**src/rtl/product_accumulator.sv**
```systemverilog
// rtl/product_accumulator.sv - sums N_PROD multiplier products per block; optional macro SATURATE_EN clamps instead of wrapping
module product_accumulator #(
    parameter int N_PROD = 4,
    parameter int ACC_W  = 10,
    parameter int CNT_W  = 3
) (
    input  logic             clk,
    input  logic             rst,
    input  logic             clr,
    input  logic [7:0]       in_data,
    input  logic             in_valid,
    output logic             in_ready,
    output logic [ACC_W-1:0] out_data,
    output logic             out_valid,
    input  logic             out_ready,
    output logic             ovf,
    output logic [CNT_W-1:0] count
);

    typedef enum logic {
        ST_ACC  = 1'b0,
        ST_HOLD = 1'b1
    } state_t;

    localparam logic [CNT_W-1:0] LAST_IDX = CNT_W'(N_PROD - 1);
    localparam logic [ACC_W-1:0] ACC_MAX  = '1;

    state_t           state_q, state_d;
    logic [ACC_W-1:0] acc_q, acc_d;
    logic [ACC_W-1:0] out_data_q, out_data_d;
    logic             out_valid_q, out_valid_d;
    logic             ovf_q, ovf_d;
    logic             in_ready_q, in_ready_d;
    logic [CNT_W-1:0] count_q, count_d;

    logic [ACC_W:0]   sum_raw;
    logic             carry;
    logic [ACC_W-1:0] sum_next;
    logic             accept;

    // Adder: one extra bit catches the carry out of the accumulator MSB
    always_comb begin
        sum_raw = {1'b0, acc_q} + {{(ACC_W - 7){1'b0}}, in_data};
        carry   = sum_raw[ACC_W];
`ifdef SATURATE_EN
        sum_next = carry ? ACC_MAX : sum_raw[ACC_W-1:0];
`else
        sum_next = sum_raw[ACC_W-1:0];
`endif
    end

    // Next-state logic: collect products in ACC, present the block sum in HOLD
    always_comb begin
        state_d     = state_q;
        acc_d       = acc_q;
        out_data_d  = out_data_q;
        out_valid_d = out_valid_q;
        ovf_d       = ovf_q;
        in_ready_d  = in_ready_q;
        count_d     = count_q;
        accept      = in_valid && in_ready_q;

        case (state_q)
            ST_ACC: begin
                if (accept) begin
                    ovf_d = ovf_q | carry;
                    if (count_q == LAST_IDX) begin
                        out_data_d  = sum_next;
                        out_valid_d = 1'b1;
                        in_ready_d  = 1'b0;
                        state_d     = ST_HOLD;
                        acc_d       = '0;
                        count_d     = '0;
                    end else begin
                        acc_d   = sum_next;
                        count_d = count_q + CNT_W'(1);
                    end
                end
            end
            ST_HOLD: begin
                // Input is closed this cycle; reopening happens on the next edge
                if (out_valid_q && out_ready) begin
                    out_valid_d = 1'b0;
                    ovf_d       = 1'b0;
                    in_ready_d  = 1'b1;
                    state_d     = ST_ACC;
                end
            end
            default: begin
                state_d = ST_ACC;
            end
        endcase
    end

    // State register: rst and clr share the same effect, both override the handshake
    always_ff @(posedge clk) begin
        if (rst || clr) begin
            state_q     <= ST_ACC;
            acc_q       <= '0;
            out_data_q  <= '0;
            out_valid_q <= 1'b0;
            ovf_q       <= 1'b0;
            in_ready_q  <= 1'b1;
            count_q     <= '0;
        end else begin
            state_q     <= state_d;
            acc_q       <= acc_d;
            out_data_q  <= out_data_d;
            out_valid_q <= out_valid_d;
            ovf_q       <= ovf_d;
            in_ready_q  <= in_ready_d;
            count_q     <= count_d;
        end
    end

    assign in_ready  = in_ready_q;
    assign out_data  = out_data_q;
    assign out_valid = out_valid_q;
    assign ovf       = ovf_q;
    assign count     = count_q;

endmodule

```
**config.mk**
```make
export PLATFORM = sky130hd
export DESIGN_NAME = product_accumulator
export DESIGN_NICKNAME = d
export VERILOG_FILES = /design/src/rtl/product_accumulator.sv
export SDC_FILE = /design/constraint.sdc
export NUM_CORES = 1
export LEC_CHECK = 0
export CORE_ASPECT_RATIO = 0.7
export CORE_MARGIN = 1.5
export CORE_UTILIZATION = 50
export DETAILED_ROUTE_END_ITERATION = 8
export GPL_TIMING_DRIVEN = 0
export PLACE_DENSITY_LB_ADDON = 0.05
export SKIP_LAST_GASP = 1
export SLEW_MARGIN = 10
export SYNTH_ARGS = -nofsm -noshare
export SYNTH_HDL_FRONTEND = slang
export SYNTH_SLANG_ARGS = --single-unit
export TNS_END_PERCENT = 10
```
**constraint.sdc**
```tcl
create_clock -name clk -period 2.4 [get_ports clk]
set_clock_uncertainty 0.05 [all_clocks]
set_input_delay 0.24 -clock clk [delete_from_list [all_inputs] [get_ports clk]]
set_output_delay 0.24 -clock clk [all_outputs]
set_load 0.02 [all_outputs]
```
**Word level (Yosys, flattened, before mapping)**

Cells that the tools add are included.

- Register bits: 27
- Output and inout port bits: 16
- Input port bits: 13
- Logic and storage cells: 38

- Bitwise logic cells: 2
- Reductions and logical operators: 7
- Equality and inequality tests: 4
- Add/sub/neg operators: 2
- Multiplexer cells: 16

Operators by type and width:

| kind | number |
|---|---|
| adder 10 x 8 -> 11 bit | 1 |
| 2-to-1 mux 1 bit | 10 |
| 2-to-1 mux 10 bit | 1 |
| case mux 1 bit (2 select lines) | 4 |
| AND reduction 3 bit | 2 |
| inequality test 2 bit, second input constant | 2 |
| AND reduction 2 bit | 2 |
| adder 3 x 1 -> 3 bit, second input constant | 1 |
| == test 3 x 2 -> 1 bit, second input constant | 1 |
| 2-to-1 mux 3 bit | 1 |
| logical AND 1 bit | 2 |
| inequality test 2 x 1 -> 1 bit, second input constant | 1 |
| logical OR 1 bit | 1 |
| inverter 1 bit | 1 |
| OR 1 bit | 1 |

**Depth between registers and ports, before layout**

- Word-level depth: 4
- Depth in mapped cells: 8
- Depth with buffers taken out: 8

**Worst setup path after synthesis**

Ideal clock, no wire load.

- Path kind: flip-flop to flip-flop
- From: register acc_q[0]
- To: register out_data_q[8], in the netlist out_data[8]
- Clock period less this slack: 2061 ps
- Required time: 2288 ps
- Data arrival time: 1949 ps
- Setup time: 62 ps
- Cell stages (with the launch flop): 9
- Path buffers: 0
- Slack: 339 ps
- Path through: dfxtp_1 > ha_1 > inv_1 > fa_1 > nand2b_1 > a21oi_2 > a21boi_1 > or4_1 > nand3_1

- Longest elaborated chain between the ends: 1

Ends and longest elaborated chain:

| element | RTL line | RTL |
|---|---|---|
| start, declared | 29 | `logic [ACC_W-1:0] acc_q, acc_d;` |
| start signal, assigned | 99 | `acc_q <= '0;` |
| start signal, assigned | 107 | `acc_q <= acc_d;` |
| adder 10 x 8 -> 11 bit | 43 | `sum_raw = {1'b0, acc_q} + {{(ACC_W - 7){1'b0}}, in_data};` |
| end signal, assigned | 108 | `out_data_q <= out_data_d;` |
| end, declared | 30 | `logic [ACC_W-1:0] out_data_q, out_data_d;` |

No other way between the ends.
A chain may end at the register's enable or synchronous reset.

**Final worst setup path**

- From: input port in_data[0]
- To: register out_data_q[8], in the netlist out_data[8]

- Longest elaborated chain between the ends: 1

Ends and longest elaborated chain:

| element | RTL line | RTL |
|---|---|---|
| start, declared | 10 | `input logic [7:0] in_data,` |
| adder 10 x 8 -> 11 bit | 43 |  |

No other way between the ends.

==> impl_metrics.yaml <==
timing:
  finalSetupViolCount: 0
  drv_slew: 0
  rsz0062_at_grt: "no"
  min_period_ps: 2260
  slew_headroom: 0.662
  worst_slew_pin_slew_ps: 507
  min_period_over_period: 0.943
  hold_viol: 0
  max_freq_mhz: 442
  worst_slack_ps: 136
yosys:
  syn_inst: 170
  seq_area_frac_synth: 0.382
  synth_area_leaders: "dfxtp_1 38%, ha_1 8.0%, nand2_1 5.8%"
  synth-warning-count: 0
  synth_edf_count: 0
  synth_cell_type_count: 44
  synth_top_cell_area_share: 0.382
  ys.flop_type: "dfxtp_1"
  ys_ff_latch: 27
  syn_area_um2: 1420
  synth_top_cell_by_area: "dfxtp_1"
  synthArstFlopShare: 0
  syn_nets: 193
  syn_area_per_cell_um2: 8.33
die:
  initial_core_util: 0.551
  core.rowCount: 15
  die_h_um: 47.5
  coreArea_um2: 2570
  die_w_um: 66.6
  dieArea_um2: 3170
  io_pins: 29
cells_and_area:
  area_growth_syn_to_layout_pct: 27.6
  antennaDiodeCount: 0
  n_fill_cell: 210
  drive_gt1_frac: 0.0640
  nets: 227
  fin_cells: 237
  fin_util: 0.703
clocking:
  cts_made_buffers: 3
  holdBufCountCts: 0
  htree_num_levels: 1
  path_clk_slew_ps: 100
  cts_sinks: 27
  cts_tree: "yes"
  clkLatencyLatePin_ps: 290
  cts-root-buf: "clkbuf_8"
  max-clock-path-buffers: 2
routing:
  drtAntennaViolNets: 0
  routed_wl_um: 3580
  post-route-drc-count: 0
  num_vias: 1377
  viasPerCell: 5.81
  wl_per_cell_um: 15.1
  first_pass_iters: 4
  first_iter_violations: 59
run:
  maxCapViolCount: 0
placement:
  pre_cts_ws_ps: -350
  gp_congestion: 0.851
  dp.cells: 232
  dp.final_hpwl_um: 2600
  io_buffers: 28
grt:
  grt_max_degree: 18
  grt-ovfl-total: 0
  grt_pass1_wl_um: 5660
  grt_usage: 0.245
  grt_pass1_vias: 1206
  antenna_found_initial: 0
setup_path:
  path_class: "in -> reg"
  crit_slowest_cell: "or4_1"
  endpoint_kind: "register"
  cp.arrival_ps: 2450
  critPathBufInv: 2
  cp-start-kind: "input port"
  critPathTopFamily: "simple AND/OR/NAND/NOR gates"
  crit_required_ps: 2590
  crit_fanout: 5
  crit_chain: "clkdlybuf4s50_1, ha_1, inv_1, fa_1, nand2b_1, a21oi_2, a21boi_2, or4_1, nand3_1"
  slowest_delay_ps: 480
worst_hold_path:
  hp-class: "reg -> reg"
power:
  ir_drop_mv: 0.423
  leakagePower_nw: 0.688
  power.density_nw_per_um2: 486
  total_power_mw: 0.879
outcome:
  status: "completed"
## per-layer routing
metal	vias up	routed length [µm]	GRT usage
met1	659	1760	0.324
met4	0	46	0.0735
met2	33	1600	0.414
li1	680	-	-
met3	5	173	0.0565
met5	-	0	0
## flip-flops by register name (all words and copies together), names as in the netlist
signal and flops:
out_data 10, acc_q 10, count 3, state_q 1
ovf 1, out_valid 1, in_ready 1
## worst min-delay path: stages (launching register included)
cell     delay (ps)
dfxtp_1         320
nand2_1          50
a21oi_1          50
## cells in the mapped netlist, drive strengths merged, types with 2 or more instances
master	instances
nand2b	3
ha	9
xor2	2
and3	2
a31oi	5
nand2	23
o21ai	4
nor2	16
o211ai	2
a22oi	6
a211oi	2
nor3	3
a21o	2
or3	2
nand4	2
dfxtp	27
buf	3
nand3	11
clkbuf	5
or4	3
a21oi	15
inv	5
and4	2
## placed cells by master, fill, tap and decap left out, types with 2 or more instances in the layout
master / netlist / final
nor2_1: 16 / 16
and4_1: 2 / 2
a22oi_1: 6 / 6
or3_1: 2 / 2
dfxtp_1: 27 / 27
o21ai_0: 3 / 3
clkdlybuf4s50_1: 0 / 28
xor2_1: 2 / 2
clkbuf_1: 5 / 5
nand2b_1: 3 / 3
a31oi_1: 5 / 5
o211ai_1: 2 / 2
nand2_1: 22 / 22
nor3_1: 3 / 3
clkbuf_8: 0 / 3
and3_1: 2 / 2
a21o_1: 2 / 2
ha_1: 9 / 9
nand3_1: 11 / 11
nand4_1: 2 / 2
inv_1: 5 / 5
buf_2: 2 / 2
a21oi_1: 14 / 14
or4_1: 3 / 3
## metrics by stage
step | TNS (ps) | cell area [µm²] | hold WS, ps
floorplan | 0 | 1420 | 379
global placement | -442 | 1740 | 394
detailed placement | -624 | 1740 | 397
CTS | 0 | 1800 | 411
global route | 0 | 1810 | 436
finish | 0 | 1810 | 408
## kinds of logic after synthesis
family          count (synthesis)  share of synthesized area
simple gates                   73                      0.254
compound gates                 44                      0.216
flops                          27                      0.382
buf+inv                        13                     0.0362
fa+ha+maj                      10                     0.0936
xor+xnor                        3                     0.0186
## final timing paths
path	cells past startpoint	start	slack, ps	end
max	9	in_data[0]	140	out_data[8]
min	2	out_data[5]	410	out_data[5]
max reg2reg	8	acc_q[0]	220	out_data[8]
min reg2reg	2	out_data[5]	410	out_data[5]
## cell type report
cell class                 count  area [µm²]  area share
multi-input combinational    130         835       0.462
sequential                    27         541       0.299
timing repair buffer          29         288       0.159
clock buffer                   3        41.3      0.0229
tap                           34        42.5      0.0235
buffer                         8        32.5      0.0180
inverter                       5        18.8      0.0104
clock inverter                 1        8.76     0.00485
## where the power goes
group          internal, mW  switching (mW)
Sequential            0.455         0.00504
Combinational        0.0575          0.0739
Clock                 0.123           0.165
## what timing repair did
| item | CTS | global route |
|---|---|---|
| pin swaps | 1 | 0 |
| gates resized for setup | 2 | 1 |
| setup buffers | 1 | 0 |
| setup endpoints to repair | 1 | 1 |
Power figures use the tool's default switching activity.
